===== config.mk =====
export PLATFORM = sky130hd
export DESIGN_NAME = disassembler
export DESIGN_NICKNAME = d
export VERILOG_FILES = /design/src/rtl/disassembler_pkg.sv /design/src/rtl/disassembler_hdr_csum_check.sv /design/src/rtl/reg_enr.sv /design/src/rtl/disassembler.sv
export SDC_FILE = /design/constraint.sdc
export NUM_CORES = 2
export LEC_CHECK = 0
export ABC_AREA = 1
export CAP_MARGIN = 20
export CORE_AREA = 4 4 587 589
export CTS_CLUSTER_DIAMETER = 100
export DETAILED_ROUTE_END_ITERATION = 8
export DIE_AREA = 0 0 591 593
export GPL_TIMING_DRIVEN = 0
export SLEW_MARGIN = 10
export SYNTH_ARGS = -nofsm -noshare
export SYNTH_HDL_FRONTEND = slang
export SYNTH_SLANG_ARGS = --single-unit
export TNS_END_PERCENT = 20

===== constraint.sdc =====
create_clock -name clk -period 72.2 [get_ports clk]
set_input_delay 14.44 -clock clk [delete_from_list [all_inputs] [get_ports clk]]
set_output_delay 14.44 -clock clk [all_outputs]
set_load 0.05 [all_outputs]

===== src/rtl/disassembler_pkg.sv =====
// Shared constants, state encoding and header field offsets for the ingress disassembler.
package disassembler_pkg;

  localparam int PHIT_SIZE    = 512;
  localparam int SIMD_DEGREE  = 16;
  localparam int LANE_W       = 32;
  localparam int HEADER_BYTES = 48;
  localparam int HEADER_W     = HEADER_BYTES * 8;
  localparam int HEADER_DEG   = HEADER_BYTES / 4;
  localparam int RES_DEG      = SIMD_DEGREE - HEADER_DEG;
  localparam int RES_W        = RES_DEG * LANE_W;

  // SPL field and the IPv4 checksum window (ten 16-bit words from bit 112 up)
  localparam int SPL_LSB      = 128;
  localparam int SPL_W        = 16;
  localparam int CSUM_LSB     = 112;
  localparam int CSUM_WORDS   = 10;

  typedef enum logic [1:0] {
    IDLE   = 2'd0,
    STREAM = 2'd1,
    FLUSH  = 2'd2
  } state_t;

endpackage


===== src/rtl/disassembler_hdr_csum_check.sv =====
// Combinational IPv4 header check: one's-complement sum of ten 16-bit words must fold to 16'hFFFF.
module hdr_csum_check
  import disassembler_pkg::*;
(
  input  logic [HEADER_W-1:0] i_header,
  output logic                o_ok
);

  logic [15:0] w_word [CSUM_WORDS];
  logic [19:0] w_sum;
  logic [16:0] w_fold1;
  logic [15:0] w_fold2;

  genvar gi;
  generate
    for (gi = 0; gi < CSUM_WORDS; gi++) begin : g_word
      assign w_word[gi] = i_header[CSUM_LSB + 16*gi +: 16];
    end
  endgenerate

  always_comb begin
    w_sum = '0;
    for (int k = 0; k < CSUM_WORDS; k++) begin
      w_sum = w_sum + 20'(w_word[k]);
    end
  end

  // Two folds are enough: the first leaves at most a single carry bit.
  assign w_fold1 = 17'(w_sum[15:0]) + 17'(w_sum[19:16]);
  assign w_fold2 = w_fold1[15:0] + 16'(w_fold1[16]);
  assign o_ok    = (w_fold2 == 16'hFFFF);

endmodule


===== src/rtl/reg_enr.sv =====
// Generic enabled register with asynchronous active-high reset.
module reg_enr #(
  parameter int W = 1
) (
  input  logic         clk,
  input  logic         rst,
  input  logic         i_en,
  input  logic [W-1:0] i_d,
  output logic [W-1:0] o_q
);

  always_ff @(posedge clk or posedge rst) begin
    if (rst) begin
      o_q <= '0;
    end else if (i_en) begin
      o_q <= i_d;
    end
  end

endmodule


===== src/rtl/disassembler.sv =====
// Ingress disassembler: strips the header beat and shifts payload down by HEADER_DEG lanes.
module disassembler
  import disassembler_pkg::*;
(
  input  logic                   clk,
  input  logic                   rst,
  input  logic [PHIT_SIZE-1:0]   tdata_in,
  input  logic [SIMD_DEGREE-1:0] tvalid_in,
  input  logic [SIMD_DEGREE-1:0] tlast_in,
  output logic                   in_ready,
  output logic [PHIT_SIZE-1:0]   tdata_out,
  output logic [SIMD_DEGREE-1:0] tvalid_out,
  output logic [SIMD_DEGREE-1:0] tlast_out,
  input  logic                   out_ready,
  output logic [HEADER_W-1:0]    header_out,
  output logic                   header_valid,
  output logic [SPL_W-1:0]       spl_out,
  output logic                   checksum_ok
);

  state_t                   r_state;
  logic [RES_W-1:0]         r_res_data;
  logic [RES_DEG-1:0]       r_res_valid;
  logic [PHIT_SIZE-1:0]     r_tdata;
  logic [SIMD_DEGREE-1:0]   r_tvalid;
  logic [SIMD_DEGREE-1:0]   r_tlast;
  logic                     r_header_valid;
  logic                     r_checksum_ok;

  logic                     w_slot_free;
  logic                     w_accept;
  logic                     w_last;
  logic                     w_hdr_en;
  logic                     w_csum_ok;
  logic [RES_W-1:0]         w_in_res_data;
  logic [RES_DEG-1:0]       w_in_res_valid;

  assign w_slot_free    = out_ready || !(|r_tvalid);
  assign in_ready       = w_slot_free && (r_state != FLUSH);
  assign w_accept       = (|tvalid_in) && in_ready;
  assign w_last         = |tlast_in;
  assign w_hdr_en       = w_accept && (r_state == IDLE);
  assign w_in_res_data  = tdata_in[PHIT_SIZE-1 -: RES_W];
  assign w_in_res_valid = tvalid_in[SIMD_DEGREE-1 -: RES_DEG];

  reg_enr #(.W(HEADER_W)) u_hdr_reg (
    .clk  (clk),
    .rst  (rst),
    .i_en (w_hdr_en),
    .i_d  (tdata_in[HEADER_W-1:0]),
    .o_q  (header_out)
  );

  hdr_csum_check u_csum (
    .i_header (tdata_in[HEADER_W-1:0]),
    .o_ok     (w_csum_ok)
  );

  always_ff @(posedge clk or posedge rst) begin
    if (rst) begin
      r_state        <= IDLE;
      r_res_data     <= '0;
      r_res_valid    <= '0;
      r_tdata        <= '0;
      r_tvalid       <= '0;
      r_tlast        <= '0;
      r_header_valid <= 1'b0;
      r_checksum_ok  <= 1'b0;
    end else begin
      r_header_valid <= 1'b0;
      // A consumed beat retires unless a new one is loaded below.
      if (out_ready) begin
        r_tvalid <= '0;
        r_tlast  <= '0;
      end
      case (r_state)
        IDLE: begin
          if (w_accept) begin
            r_checksum_ok  <= w_csum_ok;
            r_header_valid <= 1'b1;
            r_res_data     <= w_in_res_data;
            r_res_valid    <= w_in_res_valid;
            if (!w_last)                r_state <= STREAM;
            else if (|w_in_res_valid)   r_state <= FLUSH;
            else                        r_state <= IDLE;
          end
        end
        STREAM: begin
          if (w_accept) begin
            r_tdata     <= {tdata_in[HEADER_W-1:0], r_res_data};
            r_tvalid    <= {tvalid_in[HEADER_DEG-1:0], r_res_valid};
            r_res_data  <= w_in_res_data;
            r_res_valid <= w_in_res_valid;
            if (w_last && (|w_in_res_valid)) begin
              r_tlast <= '0;
              r_state <= FLUSH;
            end else if (w_last) begin
              r_tlast <= '1;
              r_state <= IDLE;
            end else begin
              r_tlast <= '0;
            end
          end
        end
        FLUSH: begin
          if (w_slot_free) begin
            r_tdata     <= PHIT_SIZE'(r_res_data);
            r_tvalid    <= SIMD_DEGREE'(r_res_valid);
            r_tlast     <= '1;
            r_res_data  <= '0;
            r_res_valid <= '0;
            r_state     <= IDLE;
          end
        end
        default: r_state <= IDLE;
      endcase
    end
  end

  assign tdata_out    = r_tdata;
  assign tvalid_out   = r_tvalid;
  assign tlast_out    = r_tlast;
  assign header_valid = r_header_valid;
  assign checksum_ok  = r_checksum_ok;
  assign spl_out      = header_out[SPL_LSB +: SPL_W];

endmodule


==> summary.md <==
| Metric | Value |
|---|---|
| Status | `complete, no violations` |
| Simple-gate share of the synthesized area | `21.50%` |
| # rows | `214` |
| PwrDens | `62.85 mW/mm^2` |
| DIE HEIGHT | `593 um` |
| Mapped cell area | `0.04687 mm^2` |
| Worst Path Arrival | `16.23 ns` |
| Syn Area/Cell | `8.882 um^2` |
| GRT Residual Overflow | `0` |
| First-pass GRT wire length | `420.3 mm` |
| Worst-path clk slew | `0.06 ns` |
| Routed via count | `44770` |
| Post-Synth Adder-Cell Area | `6.054%` |
| Main combinational cell family by area after synthesis | `simple AND/OR/NAND/NOR gates` |
| Clock Latency Late Sink | `0.83 ns` |
| Final Total Pwr | `4.602 mW` |
| Fin. max-slew vios | `0` |
| Reg2reg end | `u_hdr_reg.o_q[112]$_DFFE_PP0P_` |
| Worst-margin pin slew | `1.187 ns` |
| Area delta synth->final | `56.23%` |
| Final wirelength | `326.4 mm` |
| IO Pins | `1494` |
| Nets@finish | `7652` |
| Synthesized net count | `5983` |
| Post-CTS sizing | `0` |
| Cell taking the most area after synthesis | `dfrtp_1` |
| Layout cells sized above 1 | `6.706%` |
| Post-route ant nets | `0` |
| Min-Delay Path Depth | `2` |
| WL/cell | `28.11 um` |
| Worst setup SP type | `input port` |
| Compound-cell area share of the yosys netlist | `8.719%` |
| Leakage | `32.73 nW` |
| Filler cells | `37290` |
| Asr flop ratio synth | `100.0%` |
| Slowest CP cell | `clkdlybuf4s50_1` |
| Gate Count Post-Synth | `5277` |
| Clock sinks | `1064` |
| Post-synthesis xor/xnor area fraction | `0.3364%` |
| Antenna violations before repair | `76` |
| CP peak stage delay | `0.66 ns` |
| CP required | `57.76 ns` |
| Vias in the first global route | `44320` |
| Worst hold start | `u_hdr_reg.o_q[377]$_DFFE_PP0P_` |
| DIE AREA | `0.3505 mm^2` |
| Commonest non-fill, non-tap cell in the layout | `nand2_1` |
| Endpoints failing setup | `0` |
| Worst-path fanout max | `7` |
| Rel. slew slack | `20.88%` |
| Delay-heaviest family, CP | `buffers and inverters` |
| Main flop type after synthesis | `dfrtp_1` |
| Width of the die | `591 um` |
| DP HPWL | `276.9 mm` |
| Fraction of synthesized area in multiplexers | `0%` |
| Sequential-to-total area share from yosys stat | `56.81%` |
| Final worst path period share | `42.49%` |
| WHS Endpoint | `u_hdr_reg.o_q[377]$_DFFE_PP0P_` |
| Pin count of the biggest net entering global routing | `113` |
| Peak VDD IR | `0.00004440 V` |
| Total global routing track utilization | `17.86%` |
| CTS tree | `built` |
| Worst Clk Skew | `0.06900 ns` |
| Root Driver | `clkbuf_16` |
| Fin crit period | `30.67 ns` |
| Hold Crit Class | `reg2reg` |
| 1st-iter DRT viols | `3999` |
| Drt drc | `0` |
| Area contributors post-synth | `dfrtp_1 (57%), nand2_1 (18%), o21ai_0 (5.0%)` |
| Most frequent cells in the layout | `nand2_1 (2190), clkdlybuf4s50_1 (1492), dfrtp_1 (1064), o21ai_0 (470), inv_1 (366)` |
| Flops & latches, synth | `1064` |
| Post-CTS setup buffer count | `0` |
| CTS buffer count | `141` |
| Fin. Hold Viols | `0` |
| Post-synth EDFFs | `0` |
| Max Clk Rate | `32.60 MHz` |
| Reg2reg start | `r_state[0]$_DFFE_PP0P_` |
| CP bufs+invs | `4` |
| Top cell type's share of synthesized area | `56.81%` |
| Cts hold-fix bufs | `0` |
| Critical Path Sink Type | `primary output` |
| Port bufs | `1492` |
| Core Region | `0.3392 mm^2` |
| Vias/cell | `3.856` |
| Max_cap viols | `0` |
| Crit path cell chain | `clkbuf_1, inv_1, a21oi_4, clkdlybuf4s50_1, buf_16` |
| TNS Setup | `0 ns` |
| GPL Wtd Cong | `0.9917` |
| Initial Util | `13.82%` |
| Longest Clk Path Bufs | `4` |
| DR pass1 iterations | `6` |
| R2R Setup Slk | `67.97 ns` |
| H-tree level count | `4` |
| R2R cell count | `12` |
| Crit Path Class | `in2out` |
| Synth warnings | `0` |
| RSZ-0062 raised after global routing | `false` |
| Yosys cell types | `37` |
-- kinds of logic (layout without fill, tap and decap cells) --
group / after synthesis / after routing
other: 0 / 23
XOR/XNOR: 18 / 18
adder cells (fa/ha/maj): 159 / 159
AO/OA/AOI/OAI: 794 / 794
buffers and inverters: 694 / 2470
flip-flops: 1064 / 1064
AND/OR/NAND/NOR: 2548 / 2548
-- worst register-to-register path: cells and delay by family, from the launching register on --
family        cells  cell delay (ns)
fa+ha+maj         1             0.14
buf+inv           8             2.79
flops             1             0.40
simple gates      3             0.77
-- worst max-delay path by stage --
stage                                     end  depth (start not counted)  startpoint  slack, ns
6_report                             in_ready                          5   out_ready      41.53
5_1_grt                              in_ready                          5   out_ready      41.45
4_1_cts                              in_ready                          5   out_ready      41.52
3_5_place_dp                         in_ready                          5   out_ready      41.53
3_3_place_gp   u_hdr_reg.o_q[152]$_DFFE_PP0P_                          2         rst      12.42
2_1_floorplan         checksum_ok$_DFFE_PP0P_                          1         rst      27.81
-- metrics by stage --
| stage | worst slack, ns | hold slack, ns | util, % | std cells | area, um^2 |
|---|---|---|---|---|---|
| after floorplan | 27.81 | 0.4782 | - | 5277 | 46870 |
| after global placement | 12.42 | 0.4618 | 19.89 | 11310 | 67480 |
| after detailed placement | 41.53 | 0.4642 | 20.14 | 11340 | 68310 |
| after CTS | 41.52 | 0.4797 | 21.56 | 11590 | 73150 |
| after global routing | 41.45 | 0.4920 | 21.57 | 11600 | 73180 |
| final | 41.53 | 0.4764 | 21.58 | 11610 | 73220 |
-- routing by layer --
metal  track usage (%)  up-vias  part of all wire [%]
met2             29.44     2123                    47
met5                 0        -                 0.040
met1             20.88    22210                    38
li1                  -    19980                     -
met4             7.261       22                   4.8
met3             6.669      441                    10
-- cell usage after synthesis, drive strengths merged, types with 29 or more instances --
master and n:
ha 46, inv 373, o21ai 701, dfrtp 1064
a21oi 39, fa 113, nand3 194, buf 135
nand2 2215, nor2 111, clkbuf 184, a31oi 29
-- layout make-up --
type,count,area [um^2],area share [%]
clock buffers,182,3934,5.372
flip-flops and latches,1064,26630,36.36
inverters,375,1416,1.934
multi-input cells,3519,17160,23.43
diodes,23,57.56,0.07860
clock inverters,68,900.9,1.230
well taps,4536,5675,7.751
repair buffers,1526,15760,21.52
plain buffers,319,1694,2.314
-- power by group --
group	switching, mW	leakage [nW]	internal [mW]
registers	0.150	13.6	0.844
logic	2.04	16.7	0.821
clock network	0.308	2.37	0.438
-- registers in the layout (all words and copies together) (netlist names) --
signal	cells
u_hdr_reg.o_q	384
tvalid_out	16
r_state	2
header_valid	1
tdata_out	512
checksum_ok	1
r_res_valid	4
r_res_data	128
tlast_out	16
(Power assumes the default switching activity.)
